## config.mk

```make
export PLATFORM = sky130hd
export DESIGN_NAME = uart_tx_arb
export DESIGN_NICKNAME = d
export VERILOG_FILES = /design/src/rtl/uart_tx_arb_pkg.sv /design/src/rtl/uart_tx_rr_pick.sv /design/src/rtl/uart_tx_arb.sv
export SDC_FILE = /design/constraint.sdc
export NUM_CORES = 1
export LEC_CHECK = 0
export BUFFER_PORTS_ARGS = -buffer_cell sky130_fd_sc_hd__clkbuf_2
export CAP_MARGIN = 10
export CORE_MARGIN = 8
export CORE_UTILIZATION = 49
export CTS_CLUSTER_SIZE = 10
export DETAILED_ROUTE_END_ITERATION = 8
export MAX_ROUTING_LAYER = met4
export PLACE_DENSITY = 0.83
export SYNTH_ARGS = -nofsm -noshare
export SYNTH_HDL_FRONTEND = slang
export SYNTH_SLANG_ARGS = --single-unit
```

## constraint.sdc

```tcl
create_clock -name clk_tx -period 5.7 [get_ports clk_tx]
set_input_delay 0 -clock clk_tx [delete_from_list [all_inputs] [get_ports clk_tx]]
set_output_delay 0 -clock clk_tx [all_outputs]
set_load 0.005 [all_outputs]
```

## src/rtl/uart_tx_arb_pkg.sv

```systemverilog
// rtl/uart_tx_arb_pkg.sv - shared types and constants for the UART transmit arbiter
//
// Purpose: arbiter FSM state type, default end-of-message character and the
//          width of the per-message character counter.
// Ports:   none (package).
package uart_tx_arb_pkg;

  typedef enum logic {
    IDLE = 1'b0,
    XFER = 1'b1
  } state_e;

  localparam logic [7:0] EOM_CHAR_DEFAULT = 8'h0A;
  localparam int         COUNT_W          = 8;

endpackage

```

## src/rtl/uart_tx_rr_pick.sv

```systemverilog
// rtl/uart_tx_rr_pick.sv - combinational round-robin winner picker
//
// Purpose: returns the first set request strictly after last_i, wrapping
//          from N-1 back to 0. Generic so other shared-resource arbiters can
//          reuse it.
// Ports:
//   req_i    in  N  request vector
//   last_i   in  W  index of the previous winner
//   idx_o    out W  winning index (0 when no request)
//   valid_o  out 1  at least one request is set
module uart_tx_rr_pick #(
  parameter int N = 4,
  parameter int W = $clog2(N)
) (
  input  logic [N-1:0] req_i,
  input  logic [W-1:0] last_i,
  output logic [W-1:0] idx_o,
  output logic         valid_o
);

  logic [W-1:0] j;

  // Scan offsets from farthest to nearest so the nearest requester after
  // last_i is the final one written and therefore wins.
  always_comb begin
    idx_o   = '0;
    valid_o = 1'b0;
    j       = '0;
    for (int k = N; k >= 1; k--) begin
      j = W'((int'(last_i) + k) % N);
      if (req_i[j]) begin
        idx_o   = j;
        valid_o = 1'b1;
      end
    end
  end

endmodule

```

## src/rtl/uart_tx_arb.sv

```systemverilog
// rtl/uart_tx_arb.sv - message-atomic round-robin arbiter in front of the UART transmitter
//
// Purpose: shares one UART transmitter between NUM_REQ FWFT character
//          sources. A grant lasts a whole message (ended by EOM_CHAR or by
//          MAX_MSG_LEN characters) so lines from different sources never
//          interleave. A one-entry hold register drives the FWFT output.
// Optional: UART_TX_ARB_IDLE_TIMEOUT_EN adds a stall counter that forces
//          release after IDLE_TIMEOUT empty cycles and pulses abort_pulse.
// Ports:
//   clk_tx           in  1          transmit-domain clock
//   rst_n_clk_tx     in  1          synchronous active-low reset
//   req_empty        in  NUM_REQ    per-source FWFT empty
//   req_dout         in  8*NUM_REQ  per-source FWFT data, source i at [8i+7:8i]
//   req_rd_en        out NUM_REQ    per-source pop, one-hot or zero
//   char_fifo_empty  out 1          FWFT empty toward the transmitter
//   char_fifo_dout   out 8          FWFT data toward the transmitter
//   char_fifo_rd_en  in  1          pop from the transmitter
//   grant_id         out clog2(NUM_REQ) current/last granted source
//   busy             out 1          grant held
//   abort_pulse      out 1          stall-timeout release (optional build only)
module uart_tx_arb
  import uart_tx_arb_pkg::*;
#(
  parameter int         NUM_REQ     = 4,
  parameter logic [7:0] EOM_CHAR    = EOM_CHAR_DEFAULT,
  parameter int         MAX_MSG_LEN = 64
`ifdef UART_TX_ARB_IDLE_TIMEOUT_EN
  , parameter int       IDLE_TIMEOUT = 4096
`endif
) (
  input  logic                       clk_tx,
  input  logic                       rst_n_clk_tx,
  input  logic [NUM_REQ-1:0]         req_empty,
  input  logic [8*NUM_REQ-1:0]       req_dout,
  output logic [NUM_REQ-1:0]         req_rd_en,
  output logic                       char_fifo_empty,
  output logic [7:0]                 char_fifo_dout,
  input  logic                       char_fifo_rd_en,
  output logic [$clog2(NUM_REQ)-1:0] grant_id,
  output logic                       busy
`ifdef UART_TX_ARB_IDLE_TIMEOUT_EN
  , output logic                     abort_pulse
`endif
);

  localparam int GW = $clog2(NUM_REQ);

  state_e             state_q, state_d;
  logic [GW-1:0]      grant_q, grant_d;
  logic [GW-1:0]      last_q, last_d;
  logic [COUNT_W-1:0] count_q, count_d;
  logic               hold_valid_q, hold_valid_d;
  logic [7:0]         hold_data_q, hold_data_d;

  logic               hold_free;
  logic               cur_empty;
  logic [7:0]         cur_data;
  logic               pop;
  logic               msg_end;
  logic [GW-1:0]      pick_idx;
  logic               pick_valid;

`ifdef UART_TX_ARB_IDLE_TIMEOUT_EN
  localparam int SW = $clog2(IDLE_TIMEOUT + 1);
  logic [SW-1:0] stall_q, stall_d;
  logic          abort_q, abort_d;
  assign abort_pulse = abort_q;
`endif

  uart_tx_rr_pick #(.N(NUM_REQ), .W(GW)) u_pick (
    .req_i   (~req_empty),
    .last_i  (last_q),
    .idx_o   (pick_idx),
    .valid_o (pick_valid)
  );

  // A pop and an output drain may share a cycle, giving 1 char/cycle.
  assign hold_free = !hold_valid_q | char_fifo_rd_en;
  assign cur_empty = req_empty[grant_q];
  assign cur_data  = req_dout[{grant_q, 3'b000} +: 8];
  assign pop       = (state_q == XFER) & hold_free & !cur_empty;
  // Compare against MAX_MSG_LEN-1 so the 8-bit count never has to hold 256.
  assign msg_end   = (cur_data == EOM_CHAR) ||
                     (count_q == COUNT_W'(MAX_MSG_LEN - 1));

  always_ff @(posedge clk_tx) begin
    if (!rst_n_clk_tx) begin
      state_q      <= IDLE;
      grant_q      <= '0;
      last_q       <= GW'(NUM_REQ - 1);
      count_q      <= '0;
      hold_valid_q <= 1'b0;
      hold_data_q  <= 8'h00;
`ifdef UART_TX_ARB_IDLE_TIMEOUT_EN
      stall_q      <= '0;
      abort_q      <= 1'b0;
`endif
    end else begin
      state_q      <= state_d;
      grant_q      <= grant_d;
      last_q       <= last_d;
      count_q      <= count_d;
      hold_valid_q <= hold_valid_d;
      hold_data_q  <= hold_data_d;
`ifdef UART_TX_ARB_IDLE_TIMEOUT_EN
      stall_q      <= stall_d;
      abort_q      <= abort_d;
`endif
    end
  end

  always_comb begin
    state_d      = state_q;
    grant_d      = grant_q;
    last_d       = last_q;
    count_d      = count_q;
    hold_valid_d = hold_valid_q;
    hold_data_d  = hold_data_q;
`ifdef UART_TX_ARB_IDLE_TIMEOUT_EN
    stall_d      = '0;
    abort_d      = 1'b0;
`endif

    // Drain first; a same-cycle load below overrides it.
    if (char_fifo_rd_en) hold_valid_d = 1'b0;

    case (state_q)
      IDLE: begin
        if (pick_valid) begin
          grant_d = pick_idx;
          last_d  = pick_idx;
          count_d = '0;
          state_d = XFER;
        end
      end
      XFER: begin
        if (pop) begin
          hold_valid_d = 1'b1;
          hold_data_d  = cur_data;
          count_d      = count_q + 1'b1;
          if (msg_end) state_d = IDLE;
        end
`ifdef UART_TX_ARB_IDLE_TIMEOUT_EN
        else if (cur_empty) begin
          if (stall_q == SW'(IDLE_TIMEOUT - 1)) begin
            state_d = IDLE;
            abort_d = 1'b1;
          end else begin
            stall_d = stall_q + 1'b1;
          end
        end
`endif
      end
      default: state_d = IDLE;
    endcase
  end

  always_comb begin
    req_rd_en = '0;
    if (pop) req_rd_en[grant_q] = 1'b1;
  end

  assign busy            = (state_q == XFER);
  assign grant_id        = grant_q;
  assign char_fifo_empty = !hold_valid_q;
  assign char_fifo_dout  = hold_data_q;

endmodule

```

Word level (Yosys, flattened, before mapping)
Cells that the tools add are included. W data, S select, Z words.

Add/sub/neg operators: 5. Multipliers: 0. Div/mod/pow operators: 0. Magnitude comparators: 6. Eq/ne operators: 4. Shift operators: 1. Muxes and demuxes: 31. Bitwise gates (word level): 5. Reduce and logical (&&, ||, !) cells: 7.

Operator list (number): $shiftx A32 B6 Y8 (1); $mux W1 (16); $mux W8 (2); $pmux W8 S2 (1); $lt A2 B3 Y1 const B (5); $bmux W1 S2 (5); $add A8 B1 Y8 const B (1); $eq A8 B4 Y1 const B (1); $eq A8 B6 Y1 const B (1); $mux W2 (4); $reduce_and A2 Y1 (3); $add A2 B1 Y2 const B (2); $add A2 B2 Y2 const B (2); $mux W4 (1); $not A4 Y4 (1); $and A1 B1 Y1 (2); $demux W1 S2 (1); $ge A2 B1 Y1 const B (1); $logic_not A1 Y1 (2); $ne A2 B1 Y1 const B (1); $ne A2 B2 Y1 const B (1); $pmux W1 S2 (1); $logic_and A1 B1 Y1 (1); $logic_or A1 B1 Y1 (1); other kinds (2) (2).

Register bits: 22. Latch bits: 0. RAM bits: 0. Bits in read-only memories: 0. Input bits: 39. Output and inout bits: 16. Memories: 0.

Logic depth before layout (Yosys ltp)
Gate-level depths: netlist of the first run.

Depth in word-level cells: 9. Gate-level depth with buffers: 8. Depth with buffers taken out: 5.

By module
Synthesis of the first run repeated with hierarchy kept, for this count alone.

Cell total of the unflattened synthesis: 143. Area, all modules: 1275.0 sq um.

Modules (own cells, without submodules): uart_tx_arb (instances 1, cells an instance 129, area each 1183.6 sq um, sequential area each 440.4 sq um); uart_tx_rr_pick (instances 1, cells an instance 14, area each 91.3 sq um, sequential area each 0.0 sq um).

Worst setup path before layout of the first run
No wires, ideal clock.

Path kind: register -> register. Start point: reg grant_q[0], in the netlist grant_id[0]. End point: reg state_q, in the netlist busy. Arrival: 1.835 ns. Data required time: 5.571 ns. Setup slack: 3.735 ns. Cell stages (with the launch flop): 6. Clock period less this slack: 1.965 ns. Cells stage by stage: dfxtp_1 -> buf_6 -> mux4_1 -> or4_1 -> nor4_1 -> o22ai_1.

Word-level cells in the longest chain between the ends: 6. Elaborated cells on any way between the ends: 10. Those cells by class: 1 x eq/ne; 1 x shift; 5 x mux; 1 x bitwise; 2 x reduce/logical.

Ends and longest elaborated chain: from (decl) (RTL line uart_tx_arb.sv:49) `logic [GW-1:0] grant_q, grant_d;`; from (signal assigned) (RTL line uart_tx_arb.sv:100) `grant_q <= grant_d;`; $shiftx A32 B6 Y8 or $bmux W1 S2 (tied branches) (RTL line uart_tx_arb.sv:80, uart_tx_arb.sv:79); $eq A8 B4 Y1 or $mux W1 (tied branches) (RTL line uart_tx_arb.sv:83, uart_tx_arb.sv:79); $logic_or A1 B1 Y1 or $logic_not A1 Y1 (tied branches) (RTL line uart_tx_arb.sv:83, uart_tx_arb.sv:81); $mux W1 or $and A1 B1 Y1 (tied branches) (RTL line uart_tx_arb.sv:141, uart_tx_arb.sv:81); $mux W1 (*) (RTL line uart_tx_arb.sv:137) `if (pop) begin`; $pmux W1 S2 (*) (RTL line uart_tx_arb.sv:127) `case (state_q)`; to (signal assigned) (RTL line uart_tx_arb.sv:99) `state_q <= state_d;`; to (decl) (RTL line uart_tx_arb.sv:48) `state_e state_q, state_d;`.

Mark *: on every way between the ends. The rest lies on a longest branch, timed or not. The select of a mux whose other input is x is not followed. A chain may end at the register's enable or synchronous reset.

Worst setup path after layout of the first run
Start point: reg grant_q[0], in the netlist grant_id[0]. End point: out req_rd_en[3].

Word-level cells in the longest chain between the ends: 5. Elaborated cells on any way between the ends: 10. Those cells by class: 2 x order compare; 5 x mux; 1 x bitwise; 2 x reduce/logical.

Ends and longest elaborated chain: $lt A2 B3 Y1 (implied by the code) (tied with other cells) (RTL line uart_tx_arb.sv:160) `if (pop) req_rd_en[grant_q] = 1'b1;`; $logic_and A1 B1 Y1 (implied by the code) or $mux W1 (tied branches) (RTL line uart_tx_arb.sv:160, uart_tx_arb.sv:79); $mux W1 (implied by the code) or $logic_not A1 Y1 (tied branches) (RTL line uart_tx_arb.sv:160, uart_tx_arb.sv:81); $demux W1 S2 or $and A1 B1 Y1 (tied branches) (RTL line uart_tx_arb.sv:160, uart_tx_arb.sv:81); $mux W4 (*) (RTL line uart_tx_arb.sv:160); to (decl) (RTL line uart_tx_arb.sv:35) `output logic [NUM_REQ-1:0] req_rd_en,`.

Marked as above.

==> impl_results.md, run 1 <==
- CP Class: flop to output pin
- Ys async rst share: 0
- Hold Crit Class: input port to flop
- Vias: 1,226
- Max-Cap Viols: 0
- Die area: 4320 sq um
- IO Port Bufs: 54
- Final Non-Filler Cells: 209
- Leak: 0.653 nW
- Root buf cell: clkbuf_4
- Total power: 0.410 mW
- Hold WS: 60.1 ps
- CTS buffer count: 3
- Die span in y: 65.7 um
- RSZ-0062 raised after global routing: false
- Arrival time of the worst setup path: 2940 ps
- N_diodes: 0
- Gate Count Post-Synth: 126
- CP Max Fanout: 16
- #FFs+latches synth: 22
- TritonCTS clock tree: done
- Ranking of synthesized cells by area: dfxtp_1 (36%), mux4_2 (11%), mux2i_1 (7.4%)
- Slowest Stage Delay on Critical Path: 840 ps
- Area after DPL: 1490 sq um
- Avg Cell Area, Syn: 9.60 sq um
- Syn nets: 166
- Critical Path, Cell by Cell: mux2_2 > a2bb2oi_2 > nor2_1 > and3_1 > clkbuf_2
- Status: finished clean
- Slowest cell on the critical path: dfxtp_1
- Sequential area share after synthesis: 0.364
- Clock Pin Slew Worst Setup and Hold Paths: 120 ps
- Initial Utilization: 0.502
- Max clock buf depth: 2
- Minimum clock period: 2940 ps
- Crit. End Element: output pin
- Gr ovfl total: 0
- # clock sinks: 22
- # placed instances: 205
- Req. time, crit path: 5700 ps
- Worst VDD drop: 0.162 mV
- Global-route wire length before repair: 5760 um
- Slew Limit Fails: 0
- Buffers & Inverters on Critical Path: 1
- Post-cts resize count: 0
- Overall routing resource usage: 0.169
- Final setup viols: 0
- DR iter-0 viols: 73
- Worst Tran Pin Value: 998 ps
- Worst Skew: 5.96 ps
- CP Launch Type: flop
- Die Wd: 65.7 um
- Mean number of vias per cell: 5.87
- GPL Wtd Cong: 0.884
- Worst relative slew slack: 0.332
- DRT Pass-1 Iters: 4
- Synth top area share: 0.364
- Clock Latency Late Sink: 300 ps
- Remaining DRCs: 0
- EDFF count, synth: 0
- H-Tree Depth: 1
- Core Footprint: 2410 sq um
- Synth Cell Area: 1210 sq um
- HPWL Detailed: 2720 um
- Yosys warnings: 0
- I/O pin count: 55
- Final net count: 221
- Dominant synthesized flop cell: dfxtp_1
- Vias in the first global route: 1,254
- DR WL/cell: 16.7 um
- Antenna viol nets, final: 0
- DRT Wirelength: 3500 um
- Row cnt: 18
- Layout cell share with drive strength beyond 1: 0.363
- P&R area growth vs syn: 25.7%
- Final Hold Viols: 0
- Largest net degree at the start of global routing: 17
- Post-synth top cells: dfxtp_1 (22), nor2_1 (19), nand2_1 (10)
- Worst path top cell family by delay: simple AND/OR/NAND/NOR gates
- Initial antenna violation count: 0
- Synth unique cells: 34
- Cell area after layout: 1520 sq um
- Top cell type by total area after synthesis: dfxtp_1
- Most frequent cell after synthesis: dfxtp_1
- Total Neg Setup Slack: 0 ps
- Power density cells: 269 nW/um^2
- Max frequency: 0.340 GHz
- Tcrit/Tclk final: 0.516
sequential cells by signal, summed over array words and instances, names as in the netlist:
name            flops
count_q             8
hold_valid_q        1
grant_id            2
busy                1
last_q              2
char_fifo_dout      8
area by class of cell:
| type | instances | area (sq um) |
|---|---|---|
| Inverter | 5 | 18.8 |
| Multi-Input combinational cell | 94 | 722 |
| Sequential cell | 22 | 440 |
| Fill cell | 202 | 888 |
| Tap cell | 30 | 37.5 |
| Timing Repair Buffer | 55 | 280 |
| Clock buffer | 3 | 22.5 |
report_power, final:
part           switching (mW)  internal (mW)  leakage, nW
Clock                  0.0443         0.0246       0.0138
Combinational          0.0656         0.0746        0.460
Sequential             0.0280          0.173        0.180
Total                   0.138          0.272        0.653
cell usage in the layout (no fill, tap or decap), types with 2 or more instances in the layout:
cell	netlist	routed
clkbuf_2	0	54
dfxtp_1	22	22
nor2_1	19	19
nand2_1	10	10
mux2i_1	9	9
a21oi_1	6	6
xnor2_1	6	6
mux4_2	6	6
inv_1	5	5
nand3_1	5	5
nor3_1	4	4
o21ai_0	3	3
nor4_1	3	3
clkbuf_4	0	3
nor3b_1	2	2
and3_1	2	2
o22ai_1	2	2
mux4_1	2	2
stage by stage:
stage          setup slack (ps)   util
4_1_cts                    2760  0.631
3_5_place_dp               2970  0.618
2_1_floorplan              3740      -
3_3_place_gp               3130  0.618
5_1_grt                    2460  0.631
6_report                   2760  0.631
worst register-to-register path: cells and delay by family (launching register included):
family	cells	cell delay [ps]
muxes	2	730
and+or+nand+nor	2	840
AOI/OAI and AO/OA	1	210
DFF	1	840
worst paths after layout:
kind | from | end | slack [ps] | cells after the start
setup / recovery | grant_id[0] | req_rd_en[3] | 2760 | 5
hold reg to reg | char_fifo_dout[3] | char_fifo_dout[3] | 520 | 2
hold / removal | char_fifo_rd_en | hold_valid_q | 60 | 4
setup reg to reg | grant_id[0] | char_fifo_dout[5] | 2970 | 5
routing by layer:
layer,wire (um),global-route usage,vias to the layer above,share of wire
met4,48,0.0409,0,0.014
met2,1720,0.298,70,0.49
li1,-,-,576,-
met5,0,-,-,0
met1,1370,0.181,573,0.39
met3,354,0.0493,7,0.10
cell families after synthesis:
family | share of synthesized area
AO/OA/AOI/OAI | 0.117
XOR/XNOR | 0.0434
adder cells (fa/ha/maj) | 0.0103
buffers and inverters | 0.0393
flip-flops | 0.364
multiplexers | 0.239
AND/OR/NAND/NOR | 0.187
timing repair:
action                                  4_1_cts  5_1_grt
endpoints found under the setup margin        0        0
buffers inserted                              0        0
hold buffers                                  1        0
hold endpoints to repair                      2        0
Note: power is estimated with default switching activity, not from simulation.
==> run 2: changes to the inputs <==
--- a/config.mk
+++ b/config.mk
@@ -5,6 +5,7 @@
 export SDC_FILE = /design/constraint.sdc
 export NUM_CORES = 1
 export LEC_CHECK = 0
+export ABC_AREA = 1
 export BUFFER_PORTS_ARGS = -buffer_cell sky130_fd_sc_hd__clkbuf_2
 export CAP_MARGIN = 10
 export CORE_MARGIN = 8
@@ -12,7 +13,7 @@
 export CTS_CLUSTER_SIZE = 10
 export DETAILED_ROUTE_END_ITERATION = 8
 export MAX_ROUTING_LAYER = met4
-export PLACE_DENSITY = 0.83
+export PLACE_DENSITY = 0.79
 export SYNTH_ARGS = -nofsm -noshare
 export SYNTH_HDL_FRONTEND = slang
 export SYNTH_SLANG_ARGS = --single-unit
==> constraint.sdc (replaced) <==
create_clock -name clk_tx -period 2.77 [get_ports clk_tx]
set_input_delay 0 -clock clk_tx [delete_from_list [all_inputs] [get_ports clk_tx]]
set_output_delay 0 -clock clk_tx [all_outputs]
set_load 0.005 [all_outputs]
==> impl_results.md, run 2 <==
- CP Max Fanout: 19 (was 16)
- Vias in the first global route: 1,598 (was 1,254)
- Die span in y: 71.7 um (was 65.7 um)
- Hold EP: hold_valid_q (unchanged)
- Worst reg2reg path depth: 7 (was 5)
- Setup WS post-layout: 459 ps (was 2760 ps)
- Max clock buf depth: 2 (unchanged)
- Pre-CTS setup slack: 765 ps (was 2970 ps)
- Yosys warnings: 0 (unchanged)
- Max frequency: 0.433 GHz
- Cell area after layout: 1830 sq um (was 1520 sq um)
- Global-route wire length before repair: 6780 um (was 5760 um)
- Critical hold path startpoint: char_fifo_rd_en (unchanged)
- Critical Path, Cell by Cell: nor2_2 > a22oi_2 > nand4_4 > inv_2 > nand2_1 > inv_1 > clkbuf_2 (was mux2_2 > a2bb2oi_2 > nor2_1 > and3_1 > clkbuf_2)
- Gate Count Post-Synth: 245 (was 126)
- Synth Cell Area: 1520 sq um (was 1210 sq um)
- Post-synthesis adder-cell area fraction: 0.00824 (was 0.0103)
- DR iter-0 viols: 169 (was 73)
- I/O pin count: 55 (unchanged)
- Post-synth top cells: nand2_1 (83), nand3_1 (32), dfxtp_1 (22) (was dfxtp_1 (22), nor2_1 (19), nand2_1 (10))
- Most frequent cell after synthesis: nand2_1 (was dfxtp_1)
- Final net count: 335 (was 221)
- Simple-gate area share of the yosys netlist: 0.446 (was 0.187)
- Remaining DRCs: 0 (unchanged)
- TritonCTS clock tree: done (unchanged)
- Sequential area share after synthesis: 0.290 (was 0.364)
- Slowest Stage Delay on Critical Path: 740 ps (was 840 ps)
- RSZ-0062 raised after global routing: false (unchanged)
- #FFs+latches synth: 22 (unchanged)
- Mean number of vias per cell: 5.16 (was 5.87)
- Leak: 0.924 nW (was 0.653 nW)
- H-Tree Depth: 1 (unchanged)
- Overall routing resource usage: 0.160 (was 0.169)
- GPL Wtd Cong: 0.848 (was 0.884)
- IO Port Bufs: 54 (unchanged)
- Initial antenna violation count: 0 (unchanged)
- Mux share of post-synthesis cell area: 0 (was 0.239)
- R2R Setup Slk: 720 ps (was 2970 ps)
- Cts hold-fix bufs: 0 (was 1)
- Max-Cap Viols: 0 (unchanged)
- Root buf cell: clkbuf_4 (unchanged)
- Final setup viols: 0 (unchanged)
- Ranking of synthesized cells by area: dfxtp_1 (29%), nand2_1 (21%), nand3_1 (11%) (was dfxtp_1 (36%), mux4_2 (11%), mux2i_1 (7.4%))
- Synth unique cells: 29 (was 34)
- Post-CTS setup buffers: 0 (unchanged)
- # clock sinks: 22 (unchanged)
- Post-cts resize count: 0 (unchanged)
- Fill cell count: 297 (was 202)
- Reg-to-reg critical path endpoint: busy (was char_fifo_dout[5])
- HPWL Detailed: 3180 um (was 2720 um)
- Hold path depth: 4 (unchanged)
- Die area: 5140 sq um (was 4320 sq um)
- Antenna viol nets, final: 0 (unchanged)
- Ys async rst share: 0 (unchanged)
- CTS buffer count: 3 (unchanged)
- Worst Skew: 3.92 ps (was 5.96 ps)
- Layout cell share with drive strength beyond 1: 0.262 (was 0.363)
- Slew Limit Fails: 0 (unchanged)
- Initial Utilization: 0.506 (was 0.502)
- N_diodes: 0 (unchanged)
- Dominant synthesized flop cell: dfxtp_1 (unchanged)
- Vias: 1,688 (was 1,226)
- Commonest non-fill, non-tap cell in the layout: nand2_1 (was clkbuf_2)
- Worst VDD drop: 0.384 mV (was 0.162 mV)
- Synth Area in Compound Gates: 0.139 (was 0.117)
- Post-Synth XOR/XNOR Area: 0.0288 (was 0.0434)
- Worst relative slew slack: 0.589 (was 0.332)
- R2r startpoint: grant_id[1] (was grant_id[0])
- CP Launch Type: flop (unchanged)
- Final Hold Viols: 0 (unchanged)
- Die Wd: 71.7 um (was 65.7 um)
- Worst Tran Pin Value: 616 ps (was 998 ps)
- Total Neg Setup Slack: 0 ps (unchanged)
- Gr ovfl total: 0 (unchanged)
- Avg Cell Area, Syn: 6.20 sq um (was 9.60 sq um)
- Slowest cell on the critical path: dfxtp_1 (unchanged)
- Crit. End Element: output pin (unchanged)
- Minimum clock period: 2310 ps
- EDFF count, synth: 0 (unchanged)
- CP Class: flop to output pin (unchanged)
- Most frequent cells in the layout: nand2_1 (83), clkbuf_2 (54), nand3_1 (32), dfxtp_1 (22), a21oi_1 (21) (was clkbuf_2 (54), dfxtp_1 (22), nor2_1 (19), nand2_1 (10), mux2i_1 (9))
- Synth top area share: 0.290 (was 0.364)
- Req. time, crit path: 2770 ps (was 5700 ps)
- Clock Latency Late Sink: 310 ps (was 300 ps)
- Tcrit/Tclk final: 0.834
- Largest family of logic cells by synthesized area: simple AND/OR/NAND/NOR gates (was multiplexers)
- Power density cells: 907 nW/um^2 (was 269 nW/um^2)
- DRT Wirelength: 4050 um (was 3500 um)
- DRT Pass-1 Iters: 4 (unchanged)
- Clock Pin Slew Worst Setup and Hold Paths: 130 ps (was 120 ps)
- Row cnt: 20 (was 18)
- DR WL/cell: 12.4 um (was 16.7 um)
- Core Footprint: 3000 sq um (was 2410 sq um)
- Hold Crit Class: input port to flop (unchanged)
- Area after DPL: 1780 sq um (was 1490 sq um)
- Syn nets: 285 (was 166)
- Arrival time of the worst setup path: 2310 ps (was 2940 ps)
- Top cell type by total area after synthesis: dfxtp_1 (unchanged)
- P&R area growth vs syn: 20.6% (was 25.7%)
- Status: finished clean (unchanged)
- Largest net degree at the start of global routing: 20 (was 17)
-- run 2: cell count changes after synthesis, moves of 3 or more --
cell	change
inv_2	+6
o211ai_1	+3
nor4_1	-3
xnor2_1	-5
xor2_1	+4
nand2_1	+73
inv_1	+9
o21ai_0	+6
mux2i_1	-9
buf_2	+3
a21oi_1	+15
mux4_2	-6
nand3_1	+27
-- run 2: critical path: cells and delay by family, from the launching register on --
family                 cells  cell delay (ps)
AOI/OAI and AO/OA          1              240
buffers and inverters      3              480
DFF                        1              740
and+or+nand+nor            3              540
-- run 2: per-layer routing --
metal | routed length [um] | vias to the layer above | global-route usage
li1 | - | 891 | -
met1 | 1940 | 747 | 0.199
met2 | 1900 | 44 | 0.262
met3 | 169 | 6 | 0.0279
met4 | 49 | 0 | 0.0408
met5 | 0 | - | -
-- run 2: where the power goes --
part	switching, mW	total, mW	leakage (nW)	internal [mW]
combinational	0.592	0.916	0.716	0.324
sequential	0.107	0.496	0.180	0.390
clock	0.104	0.250	0.0279	0.146
total	0.802	1.66	0.924	0.860
-- run 2: worst max-delay path by stage --
stage                     start            to  depth (start not counted)  slack, ps
floorplan           grant_id[0]          busy                         13       1310
global placement    grant_id[1]          busy                          7        840
detailed placement  grant_id[1]          busy                          7        760
CTS                 grant_id[1]  req_rd_en[1]                          7        490
global route        grant_id[1]  req_rd_en[1]                          7        270
finish              grant_id[1]  req_rd_en[1]                          7        460
-- run 2: kinds of logic after synthesis --
logic type                 after synthesis
AOI/OAI and AO/OA                       37
xor gates and xnor gates                 5
adders and majority gates                1
buffers and inverters                   30
DFF                                     22
and+or+nand+nor                        150
-- run 2: final cells by class --
class	count	area (sq um)	area share
Multi-Input combinational cell	193	945	0.516
Sequential cell	22	440	0.240
Timing Repair Buffer	55	278	0.152
Inverter	20	75.1	0.0410
Tap cell	33	41.3	0.0225
Clock inverter	1	30.0	0.0164
Clock buffer	3	22.5	0.0123
-- run 2: per-stage QoR --
stage,instances,total power [mW],util,hold WS (ps)
finish,327,1.66,0.610,26.4
global route,327,1.82,0.610,39.8
CTS,327,1.67,0.610,22.1
detailed placement,323,1.42,0.593,348
global placement,323,1.40,0.593,346
floorplan,245,1.21,-,149
